--- config.mk ---
export PLATFORM = sky130hd
export DESIGN_NAME = ex_retire_stage
export DESIGN_NICKNAME = d
export VERILOG_FILES = /design/src/rtl/cpu_pkg.sv /design/src/rtl/ex_skid_buffer.sv /design/src/rtl/ex_retire_stage.sv
export SDC_FILE = /design/constraint.sdc
export NUM_CORES = 1
export LEC_CHECK = 0
export ABC_AREA = 1
export BUFFER_PORTS_ARGS = -buffer_cell sky130_fd_sc_hd__clkbuf_2
export CORE_ASPECT_RATIO = 0.6
export CORE_MARGIN = 1
export CORE_UTILIZATION = 38
export CTS_CLUSTER_SIZE = 24
export DETAILED_ROUTE_END_ITERATION = 8
export GPL_ROUTABILITY_DRIVEN = 0
export GPL_TIMING_DRIVEN = 0
export SYNTH_ARGS = -nofsm -noshare
export SYNTH_HDL_FRONTEND = slang
export SYNTH_SLANG_ARGS = --single-unit
--- constraint.sdc ---
create_clock -name clk -period 4.45 [get_ports clk]
set_input_delay 0.2225 -clock clk [delete_from_list [all_inputs] [get_ports clk]]
set_output_delay 0.2225 -clock clk [all_outputs]
set_load 0.02 [all_outputs]
--- src/rtl/cpu_pkg.sv ---
// Shared CPU definitions: widths, branch condition codes and the execute-stage entry record.
package cpu_pkg;

  localparam int unsigned DATA_W = 16;
  localparam int unsigned REG_AW = 3;
  localparam int unsigned PC_W   = 16;

  typedef enum logic [1:0] {
    BR_EQ = 2'b00,
    BR_NE = 2'b01,
    BR_LT = 2'b10,
    BR_GE = 2'b11
  } br_cond_e;

  typedef enum logic [1:0] {
    SLOT_EMPTY = 2'd0,
    SLOT_ONE   = 2'd1,
    SLOT_FULL  = 2'd2
  } slot_cnt_e;

  typedef struct packed {
    logic [DATA_W-1:0] result;
    logic              zero;
    logic              lt;
    logic [REG_AW-1:0] rd;
    logic              wen;
    logic              set_flags;
    logic              br_en;
    br_cond_e          br_cond;
    logic [PC_W-1:0]   br_target;
  } ex_entry_t;

  function automatic logic br_cond_met(input br_cond_e cond, input logic z, input logic n);
    logic met;
    unique case (cond)
      BR_EQ:   met = z;
      BR_NE:   met = ~z;
      BR_LT:   met = n;
      BR_GE:   met = ~n;
      default: met = 1'b0;
    endcase
    return met;
  endfunction

endpackage

--- src/rtl/ex_skid_buffer.sv ---
// Two-entry FIFO of executed instructions; slot0 is always the head.
module ex_skid_buffer
  import cpu_pkg::*;
(
  input  logic      clk,
  input  logic      rst,
  input  logic      push,
  input  ex_entry_t push_data,
  input  logic      pop,
  input  logic      flush,
  output slot_cnt_e count,
  output ex_entry_t head,
  output logic      head_valid
);

  slot_cnt_e cnt_q, cnt_d;
  ex_entry_t slot0, slot1;
  logic      wr0, wr1;

  always_comb begin
    cnt_d = cnt_q;
    if (flush) begin
      cnt_d = SLOT_EMPTY;
    end else begin
      unique case ({push, pop})
        2'b10:   cnt_d = (cnt_q == SLOT_EMPTY) ? SLOT_ONE : SLOT_FULL;
        2'b01:   cnt_d = (cnt_q == SLOT_FULL) ? SLOT_ONE : SLOT_EMPTY;
        default: cnt_d = cnt_q;
      endcase
    end
  end

  // Pushed data lands in whichever slot is the tail after any pop this cycle.
  always_comb begin
    wr0 = push & ((cnt_q == SLOT_EMPTY) | (pop & (cnt_q == SLOT_ONE)));
    wr1 = push & (((cnt_q == SLOT_ONE) & ~pop) | ((cnt_q == SLOT_FULL) & pop));
  end

  always_ff @(posedge clk) begin
    if (rst || flush) begin
      cnt_q <= SLOT_EMPTY;
      slot0 <= '0;
      slot1 <= '0;
    end else begin
      cnt_q <= cnt_d;
      slot0 <= wr0 ? push_data : (pop ? slot1 : slot0);
      slot1 <= wr1 ? push_data : (pop ? ex_entry_t'('0) : slot1);
    end
  end

  assign count      = cnt_q;
  assign head       = slot0;
  assign head_valid = (cnt_q != SLOT_EMPTY);

endmodule

--- src/rtl/ex_retire_stage.sv ---
// Execute-retire stage: buffers ALU results, drives register writeback, keeps Z/N flags
// and resolves conditional branches into a one-cycle redirect that squashes younger work.
module ex_retire_stage #(
  parameter int unsigned DATA_W = 16,
  parameter int unsigned REG_AW = 3,
  parameter int unsigned PC_W   = 16
) (
  input  logic              clk,
  input  logic              rst,
  input  logic              in_valid,
  output logic              in_ready,
  input  logic [DATA_W-1:0] in_result,
  input  logic              in_zero,
  input  logic              in_lt,
  input  logic [REG_AW-1:0] in_rd,
  input  logic              in_wen,
  input  logic              in_set_flags,
  input  logic              in_br_en,
  input  logic [1:0]        in_br_cond,
  input  logic [PC_W-1:0]   in_br_target,
  output logic              wb_valid,
  input  logic              wb_ready,
  output logic [REG_AW-1:0] wb_addr,
  output logic [DATA_W-1:0] wb_data,
  output logic              redirect_valid,
  output logic [PC_W-1:0]   redirect_pc,
  output logic              flag_z,
  output logic              flag_n
);

  import cpu_pkg::*;

  ex_entry_t in_entry, head;
  slot_cnt_e count;
  logic      head_valid, need_wb, retire, z_eff, n_eff, taken, push;

  always_comb begin
    in_entry           = '0;
    in_entry.result    = in_result;
    in_entry.zero      = in_zero;
    in_entry.lt        = in_lt;
    in_entry.rd        = in_rd;
    in_entry.wen       = in_wen;
    in_entry.set_flags = in_set_flags;
    in_entry.br_en     = in_br_en;
    in_entry.br_cond   = br_cond_e'(in_br_cond);
    in_entry.br_target = in_br_target;
  end

  ex_skid_buffer u_buf (
    .clk        (clk),
    .rst        (rst),
    .push       (push),
    .push_data  (in_entry),
    .pop        (retire),
    .flush      (taken),
    .count      (count),
    .head       (head),
    .head_valid (head_valid)
  );

  // Ready depends only on the registered count, never on wb_ready.
  assign in_ready = (count != SLOT_FULL);

  // Reset suppresses retirement so a pending write or redirect is abandoned.
  always_comb begin
    need_wb = head.wen & (head.rd != '0);
    retire  = head_valid & (wb_ready | ~need_wb) & ~rst;
    z_eff   = head.set_flags ? head.zero : flag_z;
    n_eff   = head.set_flags ? head.lt : flag_n;
    taken   = retire & head.br_en & br_cond_met(head.br_cond, z_eff, n_eff);
    push    = in_valid & in_ready & ~taken;
  end

  assign wb_valid       = head_valid & need_wb & ~rst;
  assign wb_addr        = head_valid ? head.rd : '0;
  assign wb_data        = head_valid ? head.result : '0;
  assign redirect_valid = taken;
  assign redirect_pc    = head_valid ? head.br_target : '0;

  always_ff @(posedge clk) begin
    if (rst) begin
      flag_z <= 1'b0;
      flag_n <= 1'b0;
    end else if (retire && head.set_flags) begin
      flag_z <= head.zero;
      flag_n <= head.lt;
    end
  end

endmodule

# Word level (Yosys, flattened, before mapping)
# Index checks and enable logic that the tools add are counted.
op_classes:
  n_addsub: 0
  div_mod_pow: 0
  order_cmp: 0
  n_shift: 0
  mux: 13
  n_reduce_logical: 10
  bitwise_logic: 23
  multipliers: 0
  n_eq_ne: 8
ops:
  columns: ["op", "n"]
  rows:
  - ["42-bit 2-to-1 mux", 4]
  - ["16-bit 2-to-1 mux", 2]
  - ["1-bit AND", 14]
  - ["2-bit == test, second input constant", 4]
  - ["2-bit nonzero test", 4]
  - ["2-bit by 1-bit == test with 1-bit output, second input constant", 3]
  - ["1-bit inverter", 6]
  - ["2-bit zero test", 2]
  - ["1-bit one-hot mux with 4 select lines", 1]
  - ["2-bit one-hot mux with 2 select lines", 1]
  - ["1-bit 2-to-1 mux", 3]
  - ["3-bit 2-to-1 mux", 1]
  - ["1-bit OR", 3]
  - ["3-bit nonzero test", 1]
  - ["2-bit 2-to-1 mux", 1]
  - ["2-bit inequality test, second input constant", 1]
  - ["2-bit OR reduction", 1]
  - ["1-bit logical AND", 1]
  - ["1-bit logical OR", 1]
word_totals:
  elab_cells: 75
  regBits: 88
  mem_bits_rw: 0
  romBits: 0
  output_inout_bits: 40
  latch_bits: 0
  memories: 0

# Depth between registers and ports, before layout
# Gate-level depths: netlist of the first run.
logic_depth:
  ltp_word: 12
  mapped_depth: 14
  ltp_nobuf: 13

# By module
# From an unflattened synthesis of the first run, not the netlist that was laid out.
unflattened:
  hier_cells: 662
  area_unflattened_um2: 4357.9
by_module_without_submodules:
  columns: ["mod", "seq_area_each_um2", "cells_each", "n_inst", "area_each_um2"]
  rows:
  - ["ex_skid_buffer", 1721.7, 536, 1, 3799.9]
  - ["ex_retire_stage", 40.0, 126, 1, 558.0]

# Worst setup path after synthesis of the first run
# OpenSTA, ideal clock, no wires.
synth_path:
  path_kind: "register -> register"
  start: "register u_buf.cnt_q[1], in the netlist u_buf.count[1]"
  end: "register u_buf.cnt_q[0], in the netlist u_buf.count[0]"
  arrival_time_ps: 1668
  stages_incl_launch_ff: 10
  path_slack_ps: 2718
  period_less_slack_ps: 1732
  setup_ps: 64
  path_buffers: 1
  path_cell_list: "dfxtp_1 > nor2_2 > nor2_2 > nand2_2 > inv_2 > buf_1 > ha_1 > nor2_1 > a22oi_1 > nor2_1"
synth_via:
  elab_chain_cells: 9
  word_cells_on_any_way: 19
  cone_classes: "4 x eq/ne; 3 x mux; 7 x bitwise; 5 x reduce/logical"
synth_rtl:
  columns: ["item", "line_no", "rtl"]
  rows:
  - ["start: declaration", "ex_skid_buffer.sv:16", "slot_cnt_e cnt_q, cnt_d;"]
  - ["start signal: assignment", "ex_skid_buffer.sv:45", "cnt_q <= cnt_d;"]
  - ["2-bit nonzero test", "ex_skid_buffer.sv:53", "assign head_valid = (cnt_q != SLOT_EMPTY);"]
  - ["1-bit AND (2 in a row)", "ex_retire_stage.sv:68", "retire = head_valid & (wb_ready | ~need_wb) & ~rst;"]
  - ["1-bit AND (2 in a row)", "ex_retire_stage.sv:71", "taken = retire & head.br_en & br_cond_met(head.br_cond, z_eff, n_eff);"]
  - ["1-bit inverter", "ex_retire_stage.sv:72", "push = in_valid & in_ready & ~taken;"]
  - ["1-bit AND", "ex_retire_stage.sv:72", null]
  - ["2-bit by 1-bit == test with 1-bit output / 2-bit == test (equally long branches)", "ex_skid_buffer.sv:25", "unique case ({push, pop})"]
  - ["2-bit one-hot mux with 2 select lines / 2-bit nonzero test (equally long branches)", null, null]
# Parallel ways exist; a longest one is shown, timed or not.
# A chain may end at the register's enable or synchronous reset.

# Final worst setup path of the first run
# Same ends and word-level chain as after synthesis.

==> flow_summary_export.csv, run 1 <==
group,metric,value,unit
status,status,"finished, final reports clean",
power,p_sw_frac,0.458,
worst_setup_path,cpPeakStageDelay,0.45,ns
detailed_routing,vias_per_cell,4.97,
floorplanning,die-area,12300,µm²
logic_synthesis,synthAdderAreaFrac,0.00277,
logic_synthesis,synth_nets,744,
cells_and_area,num-fill-cells,1242,
logic_synthesis,synth_top_family_by_area,"simple AND/OR/NAND/NOR gates",
global_route,grt-ovfl-total,0,
detailed_routing,wl_per_cell,14.3,µm
detailed_routing,drc,0,
power,power_density,663,nW/µm²
placement,place_inst,942,
worst_setup_path,cp_cell_sequence,"nor2_2 -> nor2_2 -> nand2_2 -> inv_2 -> buf_1 -> ha_1 -> nor2_1 -> a22oi_1 -> nor2_1",
detailed_routing,detail-route-antenna-nets,0,
job,cap_violations,0,
timing,rsz0062_at_grt,"false",
cells_and_area,mostFrequentLayoutCell,"nand2_1",
worst_setup_path,worstPathRequired,4.73,ns
worst_setup_path,crit_end,"u_buf.count[0]$_SDFFE_PP0P_",
timing,finalCritPeriodShare,0.500,
worst_setup_path,crit_arrival,2.50,ns
logic_synthesis,muxShareOfSynthArea,0,
timing,slew_violations,0,
global_route,grt_antenna_before_repair,0,
timing,slew-limit-headroom,0.578,
detailed_routing,routed_wl,13.7,mm
floorplanning,start_util,0.395,
clock_network,cts_hold_buf,0,
global_route,grt_pass1_vias,4341,
logic_synthesis,synth_cell_types,24,
cells_and_area,drive_gt1_frac,0.173,
detailed_routing,vias,4754,
global_route,grt_max_degree,13,
timing,tns,0,ns
worst_setup_path,r2r-end,"u_buf.count[0]$_SDFFE_PP0P_",
clock_network,cts-buffers-inserted,9,
global_route,grt_pass1_wl,21.8,mm
logic_synthesis,syn_inst,697,
logic_synthesis,syn_area,4520,µm²
cells_and_area,final_area,5420,µm²
worst_setup_path,slowest_stage,"buf_1",
logic_synthesis,ys.warnings.count,0,
timing,worstMarginPinSlew,0.630,ns
timing,final.setup_skew,0.00930,ns
power,power_frac_clock,0.201,
worst_setup_path,path_delay_family,"buffers and inverters",
logic_synthesis,yosys.area_share.simple,0.370,
worst_setup_path,timing.rr.start,"u_buf.count[1]$_SDFFE_PP0P_",
clock_network,h-tree-depth,3,
power,seq_power_share,0.313,
timing,setup_ws,2.22,ns
power,power.static_leakage,0.00246,µW
cells_and_area,syn_to_final_growth,19.9,%
clock_network,cts_resized,0,
placement,place_area,5140,µm²
clock_network,clkTransAtPathRegs,0.07,ns
power,p_int,1940,µW
placement,pre_cts_slack,2.27,ns
timing,setup_viol,0,
timing,period_needed,2.23,ns
cells_and_area,num_antenna_cells,0,
floorplanning,dieWidth,143,µm
worst_setup_path,crit_cells,9,
placement,hpwl,10.3,mm
clock_network,root_buffer,"clkbuf_16",
logic_synthesis,avgSynthCellArea,6.48,µm²
timing,finalHoldViolCount,0,
logic_synthesis,synth_compound_area_frac,0.101,
worst_setup_path,cp-startpoint,"u_buf.count[1]$_SDFFE_PP0P_",
logic_synthesis,ys_seq_area_frac,0.390,
power,fin_total_pwr,3590,µW
global_route,grt_usage,0.231,
worst_setup_path,endpoint_kind,"flip-flop",
clock_network,cts_tree,"built",
detailed_routing,firstDrtPassIters,5,
worst_setup_path,ff2ff_setup_slack,2.22,ns
cells_and_area,mostFrequentLayoutCells,"nand2_1, nand3_1, dfxtp_1, inv_1, a21oi_1",
logic_synthesis,ys_ff_latch,88,
detailed_routing,drt_iter0_drc,402,
power,peakVddDrop,0.297,mV
worst_hold_path,min_path_type,"input port to flip-flop",
floorplanning,coreArea,11400,µm²
clock_network,clock_sinks,88,
clock_network,postCtsSetupRepairBufs,0,
logic_synthesis,yosys.area_share.xor_xnor,0,
power,p_switching,1650,µW
cells_and_area,fin_nets,840,
worst_setup_path,r2r_cells,9,
worst_setup_path,cp-start-kind,"flip-flop",
clock_network,clk_path_buf_depth,2,
cells_and_area,stdcell_count,956,
placement,numPortBuffers,85,
floorplanning,rows,30,
clock_network,clk-insertion-delay-late,0.34,ns
floorplanning,boundaryPins,86,
worst_setup_path,critPathBufInv,2,
power,combPwrFrac,0.486,
worst_setup_path,worstPathMaxFanout,10,
worst_setup_path,worstSetupPathType,"flip-flop to flip-flop",
floorplanning,die_h,86.5,µm
timing,fmax,449,MHz
kinds of logic after synthesis:
family                     Yosys count
adders and majority gates            1
DFF                                 88
and+or+nand+nor                    373
buffers and inverters              146
AOI/OAI and AO/OA                   89
metrics by stage:
stage	utilization	hold slack (ns)
after floorplan	-	0.292
after global placement	0.449	0.465
after detailed placement	0.449	0.472
after CTS	0.473	0.119
after global routing	0.473	0.131
final	0.473	0.122
synthesized netlist by cell type (all sizes together):
cell type / number / share of area
buf: 35 / 0.044
nand4: 43 / 0.060
nand3: 94 / 0.11
inv: 90 / 0.075
a22oi: 1 / 0.0017
clkbuf: 21 / 0.017
nand2: 191 / 0.16
a21oi: 86 / 0.095
a211oi: 1 / 0.0017
and3: 1 / 0.0014
a21boi: 1 / 0.0025
nor2: 44 / 0.039
ha: 1 / 0.0028
dfxtp: 88 / 0.39
power groups by stage:
| stage | Clock [µW] | Combinational (µW) | Sequential [µW] |
|---|---|---|---|
| finish | 724 | 1750 | 1120 |
| global route | 767 | 1950 | 1150 |
| CTS | 730 | 1740 | 1120 |
| detailed placement | 0 | 1730 | 1140 |
| global placement | 0 | 1700 | 1130 |
| floorplan | 0 | 1240 | 1100 |
final cells by class:
type | instances | area (µm²) | share of cell area
well taps | 160 | 200 | 0.0370
clock buffers | 14 | 274 | 0.0506
multi-input cells | 463 | 2140 | 0.395
plain buffers | 56 | 278 | 0.0513
flip-flops and latches | 88 | 1760 | 0.325
repair buffers | 85 | 425 | 0.0785
inverters | 90 | 338 | 0.0624
state kept, by name (all words and copies together), names as in the netlist:
signal	count
flag_n	1
u_buf.head	42
u_buf.count	2
u_buf.slot1	42
flag_z	1
metal layers:
| layer | vias to the layer above | part of all wire | routed length (µm) | GRT usage |
|---|---|---|---|---|
| li1 | 2426 | - | - | - |
| met1 | 2162 | 0.51 | 6930 | 0.336 |
| met2 | 155 | 0.42 | 5800 | 0.344 |
| met3 | 11 | 0.060 | 826 | 0.0514 |
| met4 | 0 | 0.0079 | 108 | 0.0557 |
| met5 | - | 0 | 0 | 0 |
tightest hold or removal path: stages:
cell and delay, ns:
clkbuf_2 0.09, nand2_1 0.06, a21oi_1 0.05
how the worst min path moves through the flow:
stage / from / to / slack [ns] / depth (start not counted)
floorplan: rst / flag_n$_SDFFE_PP0P_ / 0.29 / 1
global placement: u_buf.slot1[21]$_SDFFE_PP0P_ / u_buf.slot1[21]$_SDFFE_PP0P_ / 0.47 / 2
detailed placement: u_buf.slot1[7]$_SDFFE_PP0P_ / u_buf.slot1[7]$_SDFFE_PP0P_ / 0.47 / 2
CTS: in_result[4] / u_buf.slot1[30]$_SDFFE_PP0P_ / 0.12 / 3
global route: in_result[7] / u_buf.slot1[33]$_SDFFE_PP0P_ / 0.13 / 3
finish: in_result[4] / u_buf.slot1[30]$_SDFFE_PP0P_ / 0.12 / 3
No activity file was read; power rests on OpenSTA's default activity.
==> inputs of run 2 (changes only) <==
- clock period: 4.45 -> 1.99 ns (I/O delays scaled with it)
==> run 2 against run 1 <==
  * Cell count up 1.0%
  * Sequential power rose by 130%
  * First-iteration DRC count is 0.50% higher
  * Via count grew 2.4%
  * Power is 130% higher
  * Sequential share of layout area decreased by 0.79 points
  * Clock-buffer cell count is the same
  * Critical path depth unchanged
  * Clock power grew 120%
  * Die area did not move
  * Critical path type is now flip-flop to output pin
==> flow_summary_export.csv, run 2 (synthesized netlist as in run 1, its figures left out) <==
group,metric,value,unit
timing,setup_viol,0,
placement,numPortBuffers,85,
timing,finalHoldViolCount,0,
worst_setup_path,critPathMostFrequentCell,"nor2_2",
cells_and_area,mostFrequentLayoutCells,"nand2_1, clkbuf_2, nand3_1, inv_1, a21oi_1",
cells_and_area,mostFrequentLayoutCell,"nand2_1",
global_route,grt-ovfl-total,0,
detailed_routing,route.met3.wl,964,µm
detailed_routing,drt_iter0_drc,404,
detailed_routing,vias_per_cell,5.04,
detailed_routing,detail-route-antenna-nets,0,
floorplanning,die-area,12300,µm²
detailed_routing,drc,0,
clock_network,clock_sinks,88,
power,peakVddDrop,0.680,mV
power,p_int,4440,µW
floorplanning,boundaryPins,86,
detailed_routing,wl_met2,5.89,mm
global_route,grt_antenna_before_repair,0,
detailed_routing,wl_met1,7.03,mm
power,seq_power_share,0.308,
timing,fmax,525,MHz
power,fin_total_pwr,8190,µW
clock_network,clk_path_buf_depth,2,
worst_setup_path,crit_arrival,1.81,ns
clock_network,h-tree-depth,3,
cells_and_area,syn_to_final_growth,23.2,%
cells_and_area,fin_nets,850,
floorplanning,die_h,86.5,µm
worst_hold_path,min_path_type,"input port to flip-flop",
worst_setup_path,cp_cell_sequence,"nor2_2 -> nor2_2 -> nand2_4 -> nor2_2 -> nand2_2 -> buf_6 -> buf_6 -> inv_1 -> clkbuf_2",
power,p_sw_frac,0.457,
floorplanning,dieWidth,143,µm
global_route,grt_usage,0.232,
power,power.static_leakage,0.00255,µW
cells_and_area,num_antenna_cells,0,
worst_setup_path,cpPeakStageDelay,0.40,ns
detailed_routing,vias,4866,
clock_network,cts-buffers-inserted,9,
detailed_routing,highest_layer,"met4",
global_route,grt_pass1_wl,22.0,mm
worst_setup_path,worstPathMaxFanout,10,
timing,worstMarginPinSlew,0.536,ns
detailed_routing,routed_wl,14.0,mm
power,power_density,1470,nW/µm²
timing,period_needed,1.90,ns
clock_network,clkTransAtPathRegs,0.06,ns
detailed_routing,wl_per_cell,14.5,µm
floorplanning,coreArea,11400,µm²
placement,hpwl,10.3,mm
clock_network,cts_tree,"built",
worst_setup_path,slowest_stage,"dfxtp_2",
global_route,grt_max_degree,13,
power,power_frac_clock,0.198,
detailed_routing,firstDrtPassIters,5,
power,p_switching,3750,µW
timing,slew-limit-headroom,0.643,
timing,slew_violations,0,
worst_setup_path,path_delay_family,"simple AND/OR/NAND/NOR gates",
clock_network,root_buffer,"clkbuf_16",
floorplanning,rows,30,
job,cap_violations,0,
cells_and_area,drive_gt1_frac,0.199,
worst_setup_path,critPathBufInv,4,
worst_setup_path,worstSetupPathType,"flip-flop to output pin",
floorplanning,start_util,0.395,
power,combPwrFrac,0.494,
global_route,grt_pass1_vias,4375,
worst_setup_path,worstPathRequired,1.89,ns
worst_setup_path,endpoint_kind,"output pin",
cells_and_area,final_area,5570,µm²
placement,place_area,5140,µm²
worst_setup_path,cp-start-kind,"flip-flop",
timing,final.setup_skew,0.00633,ns
timing,finalCritPeriodShare,0.957,
clock_network,clk-insertion-delay-late,0.34,ns
status,status,"finished, final reports clean",
-- run 2: cell types whose count changed in the layout (fill, tap and decap cells not counted), sizes merged --
cell / previous run / this run
buf: 35 / 33
clkbuf: 120 / 126
dlygate4sd3: 0 / 6
-- run 2: worst paths after layout --
check                                 end  slack, ns                         start  depth (start not counted)
min           u_buf.slot1[7]$_SDFFE_PP0P_      0.006               in_br_target[7]                          3
max                        redirect_valid       0.09   u_buf.count[1]$_SDFFE_PP0P_                          9
min reg2reg  u_buf.slot1[17]$_SDFFE_PP0P_       0.48  u_buf.slot1[17]$_SDFFE_PP0P_                          2
max reg2reg   u_buf.count[0]$_SDFFE_PP0P_       0.09   u_buf.count[1]$_SDFFE_PP0P_                          9
-- run 2: cell type report --
cell class / instances / area [µm²]
buffer: 56 / 308
multi-input combinational: 463 / 2170
inverter: 90 / 338
timing repair buffer: 95 / 513
sequential: 88 / 1770
fill: 1216 / 5880
clock buffer: 14 / 274
tap: 160 / 200
-- run 2: timing repair --
item                       in CTS  in global routing
hold endpoints to repair        6                  0
pin swaps                       0                  1
setup buffers                   0                  3
gates cloned                    0                  1
resized for setup               4                 29
hold buffers                    6                  0
setup endpoints to repair       7                 88
-- run 2: power by group through the flow --
stage | logic (µW) | clock network (µW) | registers, µW
2_1_floorplan | 2780 | 0 | 2460
3_3_place_gp | 3800 | 0 | 2520
3_5_place_dp | 3870 | 0 | 2550
4_1_cts | 3900 | 1630 | 2510
5_1_grt | 4500 | 1720 | 2580
6_report | 4050 | 1620 | 2520
-- run 2: worst reg2reg max path: stages (launching register included) --
cell	delay, ns
dfxtp_2	0.40
nor2_2	0.07
nor2_2	0.20
nand2_4	0.11
inv_2	0.20
buf_4	0.23
ha_1	0.29
nor2_2	0.14
a22oi_1	0.08
nor2_1	0.12
-- run 2: per-stage QoR --
stage | setup WS (ns) | utilization | hold WS, ns | cells | TNS (ns)
floorplan | 0.258 | - | 0.169 | 697 | 0
global placement | -0.0883 | 0.449 | 0.351 | 942 | -0.128
detailed placement | -0.193 | 0.449 | 0.356 | 942 | -0.310
CTS | 0.00678 | 0.479 | 0.000194 | 962 | 0
global route | -0.0550 | 0.486 | 0.0131 | 966 | -0.407
finish | 0.0854 | 0.486 | 0.00617 | 966 | 0
-- run 2: routing by layer --
layer / GRT usage / vias to the layer above
li1: - / 2443
met1: 0.337 / 2231
met2: 0.347 / 180
met3: 0.0514 / 12
met4: 0.0596 / 0
met5: 0 / -
==> inputs of run 3 (changes only) <==
- SYNTH_HIERARCHICAL: unset -> 1
==> run 3 against run 2 <==
  * Critical path depth is 5 higher
  * Synthesized cell count is 5.0% lower
  * Cell count is 4.7% lower
  * Global-route usage is 0.051 points lower
  * Hold slack better by 0.021 ns
  * Flip-flop and latch count stayed put
  * Sequential power is 7% lower
==> flow_summary_export.csv, run 3 <==
group,metric,value,unit
logic_synthesis,yosys.area.top_type,"dfxtp_1",
clock_network,cts-buffers-inserted,9,
global_route,grt_antenna_before_repair,0,
detailed_routing,drt_iter0_drc,542,
floorplanning,coreArea,10800,µm²
clock_network,root_buffer,"clkbuf_16",
global_route,grt-ovfl-total,0,
cells_and_area,fin_nets,826,
timing,rsz0062_at_grt,"true",
placement,hpwl,9.54,mm
logic_synthesis,synth_edf_count,0,
detailed_routing,routed_wl,14.1,mm
detailed_routing,drc,0,
cells_and_area,multi_input_area,2230,µm²
clock_network,clock_sinks,88,
detailed_routing,vias,4888,
detailed_routing,vias_per_cell,5.31,
clock_network,cts_hold_buf,0,
job,cap_violations,0,
floorplanning,die-area,11900,µm²
power,power_density,1320,nW/µm²
power,power.static_leakage,0.00281,µW
logic_synthesis,syn_inst,662,
logic_synthesis,ys_async_sr_fraction,0,
cells_and_area,mostFrequentLayoutCells,"nand3_1, nand2_1, inv_1, clkbuf_2, dfxtp_1",
logic_synthesis,ys_seq_area_frac,0.404,
worst_setup_path,worstSetupPathType,"flip-flop to flip-flop",
logic_synthesis,yosys.area_share.simple,0.349,
logic_synthesis,syn_area,4360,µm²
global_route,grt_pass1_vias,4265,
logic_synthesis,synth_top_family_by_area,"simple AND/OR/NAND/NOR gates",
logic_synthesis,synth_nets,709,
logic_synthesis,synth_top_area_frac,0.404,
logic_synthesis,synth_compound_area_frac,0.106,
logic_synthesis,ys.flop_type,"dfxtp_1",
worst_setup_path,worstPathMaxFanout,8,
logic_synthesis,muxShareOfSynthArea,0,
worst_setup_path,cp_cell_sequence,"inv_1 -> nand2_1 -> nand2_2 -> nand2_2 -> nand3_2 -> a21oi_2 -> buf_6 -> inv_4 -> nor2_4 -> buf_12 -> nand2_8 -> buf_6 -> nand3_1 -> a21oi_1",
status,status,"finished, final reports clean",
worst_setup_path,cpPeakStageDelay,0.37,ns
detailed_routing,firstDrtPassIters,5,
clock_network,clkTransAtPathRegs,0.06,ns
logic_synthesis,ys_ff_latch,88,
clock_network,h-tree-depth,3,
logic_synthesis,avgSynthCellArea,6.58,µm²
timing,slew-limit-headroom,0.619,
timing,period_needed,1.99,ns
worst_setup_path,cp-start-kind,"flip-flop",
cells_and_area,mostFrequentLayoutCell,"nand3_1",
global_route,grt_pass1_wl,21.6,mm
cells_and_area,syn_to_final_growth,36.6,%
detailed_routing,wl_per_cell,15.3,µm
timing,final.setup_skew,0.00544,ns
floorplanning,boundaryPins,86,
clock_network,clk-insertion-delay-late,0.34,ns
logic_synthesis,synth_commonest_cells,"nand3_1, nand2_1, inv_1",
global_route,grt_usage,0.232,
logic_synthesis,synthAdderAreaFrac,0.00287,
clock_network,cts_tree,"built",
logic_synthesis,synth_cell_types,24,
cells_and_area,drive_gt1_frac,0.293,
timing,worstMarginPinSlew,0.571,ns
cells_and_area,num_antenna_cells,0,
placement,numPortBuffers,85,
worst_setup_path,worstPathRequired,2.19,ns
timing,setup_ws,0.00482,ns
timing,finalCritPeriodShare,0.998,
cells_and_area,num-fill-cells,1060,
floorplanning,rows,29,
timing,finalHoldViolCount,0,
power,peakVddDrop,0.828,mV
timing,tns,0,ns
clock_network,clk_path_buf_depth,2,
logic_synthesis,ys.warnings.count,6,
floorplanning,die_h,85.0,µm
timing,slew_violations,0,
logic_synthesis,yosys.area_share.xor_xnor,0,
detailed_routing,detail-route-antenna-nets,0,
worst_setup_path,endpoint_kind,"flip-flop",
cells_and_area,seqCellArea,1780,µm²
logic_synthesis,yosysMostFrequentCell,"nand3_1",
floorplanning,start_util,0.402,
global_route,grt_max_degree,13,
worst_hold_path,min_path_type,"input port to flip-flop",
placement,pre_cts_slack,-0.525,ns
timing,setup_viol,0,
timing,fmax,504,MHz
worst_setup_path,slowest_stage,"dfxtp_2",
floorplanning,dieWidth,140,µm
worst_setup_path,crit_arrival,2.18,ns
logic_synthesis,yosys-top-cells-area,"dfxtp_1, nand3_1, nand2_1",
-- run 3: cell types whose count changed in the layout (fill, tap and decap cells not counted), sizes merged, moves of 7 or more --
cell and change:
buf +18, nand4 -42, clkbuf -7, nand2 -48, nor2 -35, nand3 +81
inv +7
-- run 3: cells by family (layout without fill, tap and decap cells) --
group                      count (synthesis)  after routing
AOI/OAI and AO/OA                         90             90
adders and majority gates                  1              1
buffers and inverters                    149            268
DFF                                       88             88
and+or+nand+nor                          334            335
-- run 3: stage by stage --
stage                     power (µW)  cell area [µm²]  hold slack [ns]  std cells  utilization
after floorplan                 4300             4360            0.265        662            -
after global placement          5140             4960            0.374        886        0.458
after detailed placement        5230             4960            0.375        886        0.458
after CTS                       7360             5580           0.0195        913        0.514
after global routing            8330             5950           0.0346        921        0.549
final                           7870             5950           0.0267        921        0.549
-- run 3: what timing repair did --
action | in CTS | in global routing
pin swaps | 4 | 15
gates cloned | 3 | 7
buffers inserted | 12 | 2
setup endpoints to repair | 86 | 85
resized for setup | 78 | 58
-- run 3: power by group --
part           switching [µW]  internal, µW  total, µW
Sequential                220          2120       2340
Clock                     656           866       1520
Combinational            2470          1540       4010
-- run 3: area by class of cell --
cell class                 count  area share
tap                          139      0.0292
inverter                      97      0.0633
clock buffer                  13      0.0420
sequential                    88       0.299
multi-input combinational    426       0.375
clock inverter                 1    0.000841
buffer                        49      0.0664
timing repair buffer         108       0.125
-- run 3: worst paths after layout --
| check | from | end | slack, ns | depth (start not counted) |
|---|---|---|---|---|
| worst min-delay path | in_result[3] | u_buf/slot1[29]$_SDFFE_PP0P_ | 0.03 | 3 |
| worst max register to register | u_buf/head[16]$_SDFFE_PP0P_ | u_buf/head[20]$_SDFFE_PP0P_ | 0.005 | 14 |
| worst min register to register | u_buf/slot1[40]$_SDFFE_PP0P_ | u_buf/slot1[40]$_SDFFE_PP0P_ | 0.46 | 2 |
| worst max-delay path | u_buf/head[16]$_SDFFE_PP0P_ | u_buf/head[20]$_SDFFE_PP0P_ | 0.005 | 14 |
-- run 3: worst max-delay path: cells and delay by family (launching register included) --
family                 cells  cell delay, ns
AOI/OAI and AO/OA          2            0.22
buffers and inverters      5            0.61
DFF                        1            0.37
and+or+nand+nor            7            0.63
-- run 3: layer usage --
metal  GRT usage  part of all wire  up-vias
met3      0.0564             0.082       16
li1            -                 -     2368
met1       0.338              0.48     2311
met5           0                 0        -
met4      0.0480             0.011        0
met2       0.345              0.43      193
